--- src/rtl/fifo_write_arbiter.sv ---
// Round-robin burst arbiter in front of a single FIFO write port.
// An owner keeps the port for up to MAX_BURST beats; stalls on full without timeout.
module fifo_write_arbiter #(
  parameter int NUM_REQ    = 4,
  parameter int DATA_WIDTH = 8,
  parameter int MAX_BURST  = 4
) (
  input  logic                          clk,
  input  logic                          reset,
  input  logic [NUM_REQ-1:0]            req,
  input  logic [NUM_REQ*DATA_WIDTH-1:0] wr_data_in,
  input  logic                          full,
  output logic [NUM_REQ-1:0]            grant,
  output logic [NUM_REQ-1:0]            accept,
  output logic                          fifo_wr_en,
  output logic [DATA_WIDTH-1:0]         fifo_wr_data
);

  localparam int IDXW = (NUM_REQ > 1) ? $clog2(NUM_REQ) : 1;
  localparam int CW   = $clog2(MAX_BURST) + 1;

  typedef enum logic {IDLE, BURST} state_e;

  state_e             state_q, state_d;
  logic [IDXW-1:0]    owner_q, owner_d;
  logic [CW-1:0]      cnt_q, cnt_d;
  logic [IDXW-1:0]    rr_ptr_q, rr_ptr_d;
  logic [NUM_REQ-1:0] grant_q, grant_d;

  logic [IDXW-1:0]    nxt_ptr, pick_base, pick_idx;
  logic               pick_hit, burst_end;

  assign nxt_ptr = (int'(owner_q) == NUM_REQ-1) ? '0 : owner_q + 1'b1;

  // In BURST the search already uses the post-burst pointer, so the same
  // picker serves both the idle pick and the same-cycle re-arbitration.
  // A low owner bit is already absent from req, so no extra masking is needed.
  always_comb begin
    int j;
    pick_base = (state_q == BURST) ? nxt_ptr : rr_ptr_q;
    pick_hit  = 1'b0;
    pick_idx  = '0;
    for (int k = NUM_REQ-1; k >= 0; k--) begin
      j = int'(pick_base) + k;
      if (j >= NUM_REQ) j = j - NUM_REQ;
      if (req[IDXW'(j)]) begin
        pick_hit = 1'b1;
        pick_idx = IDXW'(j);
      end
    end
  end

  assign fifo_wr_en = (state_q == BURST) && req[owner_q] && !full;
  assign burst_end  = (state_q == BURST) &&
                      ((fifo_wr_en && cnt_q == CW'(MAX_BURST-1)) || !req[owner_q]);

  always_comb begin
    state_d  = state_q;
    owner_d  = owner_q;
    cnt_d    = cnt_q;
    rr_ptr_d = rr_ptr_q;
    grant_d  = '0;
    case (state_q)
      IDLE: begin
        if (pick_hit) begin
          state_d = BURST;
          owner_d = pick_idx;
          cnt_d   = '0;
        end
      end
      BURST: begin
        if (fifo_wr_en) cnt_d = cnt_q + 1'b1;
        if (burst_end) begin
          rr_ptr_d = nxt_ptr;
          cnt_d    = '0;
          if (pick_hit) owner_d = pick_idx;
          else          state_d = IDLE;
        end
      end
      default: state_d = IDLE;
    endcase
    if (state_d == BURST) grant_d[owner_d] = 1'b1;
  end

  always_ff @(posedge clk or negedge reset) begin
    if (!reset) begin
      state_q  <= IDLE;
      owner_q  <= '0;
      cnt_q    <= '0;
      rr_ptr_q <= '0;
      grant_q  <= '0;
    end else begin
      state_q  <= state_d;
      owner_q  <= owner_d;
      cnt_q    <= cnt_d;
      rr_ptr_q <= rr_ptr_d;
      grant_q  <= grant_d;
    end
  end

  assign grant        = grant_q;
  assign accept       = fifo_wr_en ? grant_q : '0;
  assign fifo_wr_data = (|grant_q) ? wr_data_in[int'(owner_q)*DATA_WIDTH +: DATA_WIDTH] : '0;

endmodule

--- config.mk ---
export PLATFORM = sky130hd
export DESIGN_NAME = fifo_write_arbiter
export DESIGN_NICKNAME = d
export VERILOG_FILES = /design/src/rtl/fifo_write_arbiter.sv
export SDC_FILE = /design/constraint.sdc
export NUM_CORES = 1
export LEC_CHECK = 0
export CORE_MARGIN = 2
export CORE_UTILIZATION = 41
export DETAILED_ROUTE_END_ITERATION = 7
export PLACE_DENSITY = 0.91
export SYNTH_ARGS = -nofsm -noshare
export SYNTH_HDL_FRONTEND = slang
export SYNTH_SLANG_ARGS = --single-unit
--- constraint.sdc ---
create_clock -name clk -period 2.85 [get_ports clk]
set_clock_uncertainty 0.2 [all_clocks]
set_input_delay 0.4275 -clock clk [delete_from_list [all_inputs] [get_ports clk]]
set_output_delay 0.4275 -clock clk [all_outputs]
set_load 0.01 [all_outputs]
Word level (Yosys, flattened, before mapping). Index checks and enable logic that the tools add are counted.

$add $sub $neg: 9. Magnitude comparators: 11. Equal/unequal tests: 4. Shifts and indexed selects: 1. Mux-type cells: 43. Bitwise operators: 1. Reductions and logical operators: 11.

Operators by type and width (number): $shiftx 32x6->8 (1); $mux 2 (12); $lt 2x4->1 const B (4); $mux 1 (16); $bmux 1 s2 (5); $ge 3x3->1 const B (3); $mux 3 (3); $mux 4 (2); $mux 8 (1); $sub 2x1->2 const B (4); $add 2x2->3 const B (2); $lt 2x3->1 const B (2); $pmux 3 s2 (1); $logic_and 1x1->1 (5); $pmux 2 s2 (1); $reduce_and 2->1 (2); $reduce_or 4->1 (1); $add 2x1->3 const B (1); $add 3x1->3 const B (1); $eq 3x2->1 const B (1); $ge 2x3->1 const B (1); $ne 3x2->1 const B (1); $add 2x1->2 const B (1); $demux 1 s2 (1); other kinds (7) (8).

Bits in registers: 12. Input port bits: 39. Output and inout bits: 17. Logic and storage cells: 85.

Logic depth before layout (Yosys ltp). Gate-level depths: netlist of the first run.

Depth in word-level cells: 21. Mapped depth: 6. Gate-level depth less buffers: 6.

Worst setup path after synthesis of the first run. Ideal clock, no wire load.

Path type: reg2out. Start: reg owner_q[0]. End: out fifo_wr_data[0]. Arrival: 1415 ps. Required time: 2223 ps. Setup slack: 807 ps. Cell stages (with the launch flop): 5. Path buffers: 2. Cell sequence: dfrtp_1 buf_2 buf_2 mux4_2 nor2b_1.

Cells in the longest elaborated chain, start to end: 2.

RTL lines: from (decl) (RTL line 25) `logic [IDXW-1:0] owner_q, owner_d;`; from (signal assigned) (RTL line 94) `owner_q <= owner_d;`; $shiftx 32x6->8 (RTL line 103) `assign fifo_wr_data = (|grant_q) ? wr_data_in[int'(owner_q)*DATA_WIDTH +: DATA_WIDTH] : '0;`; $mux 8 (RTL line 103); to (decl) (RTL line 16) `output logic [DATA_WIDTH-1:0] fifo_wr_data`.

Every way passes these cells.

Worst setup path after layout of the first run.
Start: reg owner_q[0]. End: out fifo_wr_data[4].

The elaborated chain is that of the path after synthesis.

==> out/results.txt, run 1 <==
CTS sink cnt: 12
Setup TNS Final: 0 ns
Fraction of layout cells with a size suffix above 1: 20.4%
Most common cell after layout, fill and taps aside: clkdlybuf4s50_1
Clock slew seen by the registers of the worst setup and hold paths: 0.07 ns
Syn Nets: 136
Num CTS Buffers: 3
Avg Vias per Cell: 5.38
Total Wirelength: 2860 µm
Max clock buf depth: 2
Port Buffer Count: 55
CP endpoint kind: output port
Most frequent cells in the layout: 51 x clkdlybuf4s50_1, 12 x dfrtp_1, 9 x mux4_2, 8 x nor2b_1, 7 x buf_4
Peak Freq: 365 MHz
Crit start category: register
Antenna cell count: 0
Net switching power: 0.000613 W
Worst hold path type: primary input to asynchronous set/reset pin
DRC: 0
Fin crit share: 96.1%
Worst VDD drop: 646 µV
Core Area: 2410 µm²
Final hold vios: 0
Remaining Overflow, GRT: 0
Synth Area per Inst: 10.8 µm²
Drt first pass iters: 4
Global-route wire length before repair: 4130 µm
1st-iter DRT viols: 25
Worst-margin pin slew: 0.511 ns
Clock Tree Root: clkbuf_4
Skew-Pair Late Insertion Delay: 0.28 ns
Final nets: 200
Chip height: 53.8 µm
Power share of the clock group: 8.4%
Routed Antenna Nets: 0
Yosys warns: 0
CTS H-tree depth: 1
Slew Viols, Final: 0
Sw Share: 38.3%
Max_cap viols: 0
Gate power share: 72.4%
Initial antenna violation count: 0
Crit path DAT: 2.11 ns
Synth Cell Area: 1020 µm²
Util after Layout: 70.0%
Sequential share of power: 19.3%
Area growth syn-to-layout: 66.1%
Cell variety after synth: 41
CTS Hold Bufs: 0
Post-synthesis sequential area ratio: 29.6%
Io pins: 56
Starting density of the core: 42.2%
Final setup viols: 0
CTS tree: yes
Synthesis-stage register bit count: 12
Routed WL per cell: 15.3 µm
Die area: 2890 µm²
Outcome: completed
Final worst path period need: 2.74 ns
Hpwl dp: 2420 µm
Gr usage total: 19.9%
Vias in the first global route: 935
RSZ-0062 raised after global routing: false
Int Power: 0.000985 W
Cells after synthesis: 94
GPL Wtd Cong: 0.746
Pwr per Cell Area: 946 nW/µm²
Fill cell count: 197
Lkg Pwr: 0.704 nW
DP Area: 1660 µm²
Die width: 53.8 µm
Max-slew headroom: 65.8%
Worst Path Required: 2.22 ns
FP Rows: 18
Largest net degree at the start of global routing: 13
Via count: 1,006
Worst-path fanout max: 12
Fin area: 1690 µm²
Crit Path Class: register to output port
-- area by class of cell --
| class | count | area, µm² | share of cell area [%] |
|---|---|---|---|
| timing repair buffer | 63 | 618 | 36.6 |
| multi-input combinational | 76 | 688 | 40.8 |
| clock buffer | 4 | 36.3 | 2.15 |
| tap | 30 | 37.5 | 2.22 |
| inverter | 2 | 7.51 | 0.445 |
| sequential | 12 | 300 | 17.8 |
-- flip-flops by register name (all words and copies together) (netlist names) --
| register | flops |
|---|---|
| cnt_q | 3 |
| grant | 4 |
| owner_q | 2 |
| rr_ptr_q | 2 |
| state_q | 1 |
-- final timing paths --
| path | startpoint | end | slack [ns] | cells after the start |
|---|---|---|---|---|
| max | owner_q[0] | fifo_wr_data[4] | 0.11 | 4 |
| min | reset | rr_ptr_q[1] | 0.28 | 1 |
| max reg2reg | owner_q[1] | owner_q[0] | 0.62 | 6 |
| min reg2reg | cnt_q[2] | cnt_q[2] | 0.28 | 2 |
| max in group asynchronous | reset | grant[1] | 1.82 | 1 |
| min in group clk | cnt_q[2] | cnt_q[2] | 0.28 | 2 |
-- metrics by stage --
stage | setup WS (ns) | total power [W] | hold WS, ns | std cells
floorplan | 0.807 | 0.000996 | -0.0681 | 94
global placement | 0.0289 | 0.00142 | 0.261 | 183
detailed placement | -0.0302 | 0.00147 | 0.268 | 183
CTS | 0.102 | 0.00160 | 0.285 | 187
global route | 0.0495 | 0.00171 | 0.322 | 187
finish | 0.113 | 0.00160 | 0.278 | 187
-- routing by layer --
metal | up-vias | track usage [%] | routed length, µm
met5 | - | 0 | 0
met4 | 0 | 5.98 | 19
met3 | 2 | 3.61 | 133
met2 | 36 | 35.4 | 1570
met1 | 478 | 24.4 | 1140
li1 | 490 | - | -
-- power by group through the flow --
stage	Sequential, W	Combinational (W)	Clock, W
after floorplan	0.000296	0.000700	0
final	0.000308	0.00116	0.000134
after detailed placement	0.000310	0.00116	0
after global placement	0.000304	0.00112	0
after global routing	0.000317	0.00125	0.000143
after CTS	0.000307	0.00116	0.000136
-- worst max-delay path: stages (launching register included) --
cell and delay [ns]:
dfrtp_1 0.51, buf_12 0.19, mux4_2 0.49, nor2b_1 0.15
clkdlybuf4s50_1 0.48
-- synth_stat cells, drive strengths merged --
cell,n,area share [%]
o32ai,1,0.86
mux2i,2,3.2
nor2,4,1.5
nand3,5,3.0
a211oi,1,0.74
and3,2,1.7
buf,4,2.1
or3,2,1.2
inv,2,0.74
and3b,1,0.86
nand2b,3,1.8
a21boi,2,1.5
a21oi,2,0.99
nor4,1,0.62
o221a,1,1.1
a31o,1,0.86
nand2,5,1.8
ha,3,3.7
o21ai,5,2.8
or2,1,0.86
nor3,1,0.49
a21o,2,1.5
o221ai,1,0.86
dfrtp,12,30
a31oi,1,0.62
or3b,1,0.86
and2,5,3.3
mux2,3,3.7
o31ai,3,2.2
nor2b,8,4.9
mux4,9,20
-- repair_timing --
action,CTS,global route
endpoints found under the setup margin,4,0
gates resized for setup,5,0
setup buffers,0,0
-- kinds of logic after synthesis --
group	count (synthesis)	synth area share (%)
multiplexers	14	26.8
buffers and inverters	6	2.83
flip-flops	12	29.6
AO/OA/AOI/OAI	20	14.0
AND/OR/NAND/NOR	39	23.0
adder cells (fa/ha/maj)	3	3.69
(Power assumes the default switching activity.)
==> run 2, diff against run 1 <==
--- a/config.mk
+++ b/config.mk
@@ -6,9 +6,9 @@
 export NUM_CORES = 1
 export LEC_CHECK = 0
 export CORE_MARGIN = 2
-export CORE_UTILIZATION = 41
+export CORE_UTILIZATION = 35
 export DETAILED_ROUTE_END_ITERATION = 7
-export PLACE_DENSITY = 0.91
+export PLACE_DENSITY = 0.84
 export SYNTH_ARGS = -nofsm -noshare
 export SYNTH_HDL_FRONTEND = slang
 export SYNTH_SLANG_ARGS = --single-unit
==> constraint.sdc (replaced) <==
create_clock -name clk -period 2.3 [get_ports clk]
set_clock_uncertainty 0.2 [all_clocks]
set_input_delay 0.345 -clock clk [delete_from_list [all_inputs] [get_ports clk]]
set_output_delay 0.345 -clock clk [all_outputs]
set_load 0.01 [all_outputs]
==> out/results.txt, run 2 (synthesis gave the netlist of run 1 again) <==
Power share of the clock group: 8.2% (-0.2 points)
Io pins: 56 (unchanged)
Area growth syn-to-layout: 76.8%
Pwr per Cell Area: 1210 nW/µm² (+28%)
Most common cell after layout, fill and taps aside: clkdlybuf4s50_1
Gr usage total: 19.0% (-0.97 points)
Crit start category: register
Max_cap viols: 0 (unchanged)
Core Area: 2760 µm² (+14%)
Clock Tree Root: clkbuf_4
Lkg Pwr: 0.777 nW (+10%)
Routed Antenna Nets: 0 (unchanged)
Num CTS Buffers: 3 (unchanged)
Crit path DAT: 1.76 ns (-0.35 ns)
Sequential share of power: 17.4% (-1.9 points)
WHS: 0.213 ns (-0.0655 ns)
DRC: 0 (unchanged)
CTS sink cnt: 12 (unchanged)
Port Buffer Count: 55 (unchanged)
Util after Layout: 65.2% (-4.9 points)
Via count: 1,097 (+9.0%)
CTS tree: yes
FP Rows: 19 (+1)
RSZ-0062 raised after global routing: true
Setup TNS Final: -0.00932 ns (-0.00932 ns)
Fill cell count: 227 (+15%)
Worst r2r path cells: 8 (+2)
Worst VDD drop: 683 µV (+5.8%)
Hpwl dp: 2440 µm (+0.56%)
Largest net degree at the start of global routing: 13 (unchanged)
R2R setup slack: 0.08 ns (-0.54 ns)
Failing checks: setup timing
Avg Vias per Cell: 5.49 (+2.0%)
Seq. cell area: 300 µm² (unchanged)
Reg2reg start: owner_q[0]
Peak Freq: 433 MHz
Gate power share: 74.4% (+2.0 points)
Starting density of the core: 36.8% (-5.3 points)
CP endpoint kind: output port
Slew Viols, Final: 0 (unchanged)
Skew-Pair Late Insertion Delay: 0.28 ns (about the same)
Final worst path period need: 2.31 ns
Int Power: 0.00131 W (+33%)
Antenna cell count: 0 (unchanged)
GPL Wtd Cong: 0.825 (+11%)
Worst-margin pin slew: 0.558 ns (+0.0473 ns)
Setup WS post-layout: -0.00921 ns (-0.122 ns)
Net switching power: 0.000863 W (+41%)
Most frequent cells in the layout: 38 x clkdlybuf4s50_1, 17 x buf_4, 12 x dfrtp_1, 9 x mux4_2, 8 x nor2b_1
Crit Path Class: register to output port
Max clock buf depth: 2 (unchanged)
Sw Share: 39.6% (+1.3 points)
Total Wirelength: 3260 µm (+14%)
Vias in the first global route: 1,089 (+16%)
Routed WL per cell: 16.3 µm (+6.3%)
Remaining Overflow, GRT: 0 (unchanged)
Max FFs per register: 4 (unchanged)
CTS Hold Bufs: 0 (unchanged)
Multi-input logic area: 737 µm² (+7.1%)
Max-slew headroom: 62.7% (-3.2 points)
Die area: 3350 µm² (+16%)
Final Power: 0.00218 W (+36%)
Worst Path Required: 1.75 ns (-0.47 ns)
Worst hold path type: primary input to asynchronous set/reset pin
Die width: 57.9 µm (+7.6%)
Initial antenna violation count: 0 (unchanged)
Global-route wire length before repair: 4820 µm (+17%)
Final hold vios: 0 (unchanged)
Pre-CTS WS: -0.407 ns (-0.377 ns)
Fin crit share: 100%
Final setup viols: 2 (+2)
Worst-path fanout max: 5 (-7)
Reg2Reg Capture Point: grant[1]
Clock slew seen by the registers of the worst setup and hold paths: 0.08 ns (about the same)
CTS H-tree depth: 1 (unchanged)
Outcome: finished with violations
Fraction of layout cells with a size suffix above 1: 36.1% (+16 points)
Final nets: 212 (+6.0%)
1st-iter DRT viols: 40 (+60%)
Chip height: 57.9 µm (+7.6%)
Drt first pass iters: 4 (unchanged)
==> run 2: cell count changes in the layout (fill, tap and decap cells not counted), moves of 2 or more <==
cell / before / now
clkdlybuf4s50_1: 51 / 38
buf_2: 0 / 6
clkdlybuf4s15_1: 0 / 2
buf_4: 7 / 17
buf_6: 0 / 4
and2_1: 4 / 2
and2_4: 1 / 3
clkbuf_2: 0 / 2
==> run 2: power by group through the flow <==
stage          Sequential [W]  Clock [W]  Combinational (W)
6_report             0.000380   0.000179            0.00162
5_1_grt              0.000393   0.000186            0.00174
4_1_cts              0.000372   0.000181            0.00151
3_5_place_dp         0.000371          0            0.00151
3_3_place_gp         0.000366          0            0.00146
2_1_floorplan        0.000367          0           0.000867
==> run 2: per-stage QoR <==
stage / std cells / instance area, µm²
finish: 200 / 1800
global route: 200 / 1800
CTS: 200 / 1760
detailed placement: 192 / 1720
global placement: 192 / 1720
floorplan: 94 / 1020
==> run 2: critical path: stages, from the launching register on <==
cell and delay (ns):
dfrtp_1 0.39, mux4_2 0.55, and3b_2 0.26, and2_4 0.16
buf_6 0.11
==> run 2: final cells by class <==
| cell class | count | share of cell area, % |
|---|---|---|
| multi-input cells | 76 | 41.0 |
| clock buffers | 4 | 2.02 |
| well taps | 31 | 2.16 |
| inverters | 2 | 0.418 |
| flip-flops and latches | 12 | 16.7 |
| repair buffers | 75 | 37.7 |
==> run 2: worst max path at each step <==
stage	from	to	slack, ns	cells after the start
after floorplan	owner_q[0]	fifo_wr_data[0]	0.34	4
after global placement	req[3]	accept[0]	-0.35	5
after detailed placement	req[1]	accept[2]	-0.41	5
after CTS	owner_q[0]	fifo_wr_data[3]	-0.04	5
after global routing	owner_q[1]	accept[2]	-0.07	4
final	owner_q[1]	accept[2]	-0.009	4
==> run 2: routing by layer <==
| layer | part of all wire [%] | wire length [µm] | vias up | track usage (%) |
|---|---|---|---|---|
| li1 | - | - | 512 | - |
| met1 | 37 | 1210 | 533 | 20.5 |
| met3 | 7.4 | 241 | 5 | 2.90 |
| met5 | 0 | 0 | - | 0 |
| met2 | 54 | 1750 | 47 | 36.4 |
| met4 | 1.5 | 48 | 0 | 7.64 |
==> run 2: repair_timing <==
action	4_1_cts	5_1_grt
buffers inserted	4	1
setup endpoints to repair	13	17
endpoints found under the hold margin	0	0
resized for setup	47	16
pin swaps	3	6
==> run 3, diff against run 2 <==
--- a/config.mk
+++ b/config.mk
@@ -5,10 +5,12 @@
 export SDC_FILE = /design/constraint.sdc
 export NUM_CORES = 1
 export LEC_CHECK = 0
+export CAP_MARGIN = 20
 export CORE_MARGIN = 2
 export CORE_UTILIZATION = 35
 export DETAILED_ROUTE_END_ITERATION = 7
 export PLACE_DENSITY = 0.84
+export SKIP_LAST_GASP = 1
 export SYNTH_ARGS = -nofsm -noshare
 export SYNTH_HDL_FRONTEND = slang
 export SYNTH_SLANG_ARGS = --single-unit
==> out/results.txt, run 3 (synthesis gave the netlist of run 1 again) <==
Clock Tree Root: clkbuf_4
Cells after DPL: 192 (unchanged)
Core Area: 2760 µm² (unchanged)
Sw Share: 39.4% (-0.28 points)
Peak Freq: 433 MHz (about the same)
CP Cell Sequence: mux4_2 > and3b_2 > and2_4 > buf_6
Setup TNS Final: -0.0149 ns (-0.00556 ns)
Fin crit share: 100% (about the same)
Reg2reg start: owner_q[0]
Starting density of the core: 36.8% (unchanged)
Hpwl dp: 2440 µm (unchanged)
CP top delay family: multiplexers
Worst VDD drop: 894 µV (+31%)
Initial antenna violation count: 0 (unchanged)
Final Power: 0.00223 W (+2.4%)
Max_cap viols: 0 (unchanged)
Drt first pass iters: 4 (unchanged)
Power share of the clock group: 8.0% (-0.2 points)
Port Buffer Count: 55 (unchanged)
Die width: 57.9 µm (unchanged)
Via count: 1,095 (-0.18%)
Num CTS Buffers: 3 (unchanged)
Slowest stage cell, crit path: mux4_2
Fraction of layout cells with a size suffix above 1: 37.1% (+0.96 points)
RSZ-0062 raised after global routing: true
Fill cell count: 221 (-2.6%)
Largest net degree at the start of global routing: 13 (unchanged)
Int Power: 0.00135 W (+2.9%)
R2R setup slack: 0.08 ns (about the same)
Max clock buf depth: 2 (unchanged)
Most frequent cells in the layout: 38 x clkdlybuf4s50_1, 18 x buf_4, 12 x dfrtp_1, 9 x mux4_2, 7 x nor2b_1
CTS H-tree depth: 1 (unchanged)
Skew-Pair Late Insertion Delay: 0.28 ns (about the same)
Pwr per Cell Area: 1230 nW/µm² (+1.1%)
Gr usage total: 19.0% (unchanged)
Sequential share of power: 17.0% (-0.4 points)
Final hold vios: 0 (unchanged)
CP endpoint kind: output port
Slew Viols, Final: 0 (unchanged)
Worst-margin pin slew: 0.557 ns (-0.00184 ns)
Worst hold path type: primary input to asynchronous set/reset pin
CTS tree: yes
Crit path buf inv count: 1 (unchanged)
Die area: 3350 µm² (unchanged)
Antenna cell count: 0 (unchanged)
Non-Filler Instances: 201 (+0.50%)
Outcome: finished with violations
Chip height: 57.9 µm (unchanged)
Worst-path fanout max: 5 (unchanged)
FP Rows: 19 (unchanged)
CTS sink cnt: 12 (unchanged)
GPL Wtd Cong: 0.825 (unchanged)
Worst r2r path cells: 8 (unchanged)
Io pins: 56 (unchanged)
Crit start category: register
Failing checks: setup timing
Lkg Pwr: 0.788 nW (+1.3%)
CP peak stage delay: 0.55 ns (about the same)
Clock slew seen by the registers of the worst setup and hold paths: 0.08 ns (about the same)
Global-route wire length before repair: 4820 µm (unchanged)
Routed WL per cell: 16.5 µm (+1.4%)
Final worst path period need: 2.31 ns (-0.000503 ns)
Final setup viols: 2 (unchanged)
Routed Antenna Nets: 0 (unchanged)
Crit Path Class: register to output port
Max FFs per register: 4 (unchanged)
Gate power share: 74.9% (+0.5 points)
Vias in the first global route: 1,090 (+0.092%)
Crit path DAT: 1.76 ns (about the same)
Avg Vias per Cell: 5.45 (-0.68%)
Max-slew headroom: 62.8% (+0.12 points)
Remaining Overflow, GRT: 0 (unchanged)
Net switching power: 0.000878 W (+1.7%)
Area growth syn-to-layout: 79.1%
Worst Path Required: 1.75 ns (about the same)
CTS Hold Bufs: 0 (unchanged)
Most common cell after layout, fill and taps aside: clkdlybuf4s50_1
1st-iter DRT viols: 20 (-50%)
Final nets: 213 (+0.47%)
Setup WS post-layout: -0.00870 ns (+0.000503 ns)
DRC: 0 (unchanged)
Total Wirelength: 3320 µm (+1.9%)
WHS: 0.211 ns (-0.00195 ns)
Reg2Reg Capture Point: grant[1]
-- run 3: worst max path at each step --
| stage | from | cells past startpoint | end |
|---|---|---|---|
| finish | owner_q[1] | 4 | accept[2] |
| floorplan | owner_q[0] | 4 | fifo_wr_data[0] |
| detailed placement | req[1] | 5 | accept[2] |
| global placement | req[3] | 5 | accept[0] |
| CTS | owner_q[1] | 4 | accept[2] |
| global route | owner_q[0] | 5 | fifo_wr_data[4] |
-- run 3: stage by stage --
stage / worst slack (ns) / instance area, µm² / util [%]
5_1_grt: -0.0835 / 1820 / 66.0
4_1_cts: -0.121 / 1770 / 64.1
3_5_place_dp: -0.407 / 1720 / 62.3
6_report: -0.00870 / 1820 / 66.0
2_1_floorplan: 0.340 / 1020 / -
3_3_place_gp: -0.350 / 1720 / 62.3
-- run 3: worst reg2reg max path, stage by stage, from the launching register on --
cell,delay (ns)
dfrtp_1,0.43
buf_12,0.16
buf_4,0.16
ha_4,0.16
or3b_4,0.39
a211oi_2,0.25
o21ai_1,0.12
nand3_2,0.13
a31o_1,0.17
-- run 3: layout make-up --
type                    instances  area (µm²)  share of cell area, %
clock buffers                   4        36.3                   1.99
flip-flops and latches         12         300                   16.5
repair buffers                 76         692                   38.0
multi-input cells              76         744                   40.9
inverters                       2        7.51                  0.413
well taps                      31        38.8                   2.13
-- run 3: repair_timing --
| item | 4_1_cts | 5_1_grt |
|---|---|---|
| endpoints found under the setup margin | 13 | 17 |
| gates resized for setup | 41 | 26 |
| pin swaps | 3 | 5 |
| setup buffers | 4 | 3 |
-- run 3: power groups by stage --
stage	Combinational, W	Clock (W)	Sequential, W
after CTS	0.00151	0.000181	0.000369
after global placement	0.00146	0	0.000366
final	0.00167	0.000179	0.000380
after global routing	0.00179	0.000186	0.000392
after floorplan	0.000867	0	0.000367
after detailed placement	0.00151	0	0.000371
-- run 3: layer usage --
layer	vias to the layer above	GRT usage (%)	wire length (µm)
met4	0	7.64	48
met1	529	20.5	1240
met3	5	2.90	230
met2	45	36.4	1800
met5	-	0	0
li1	516	-	-
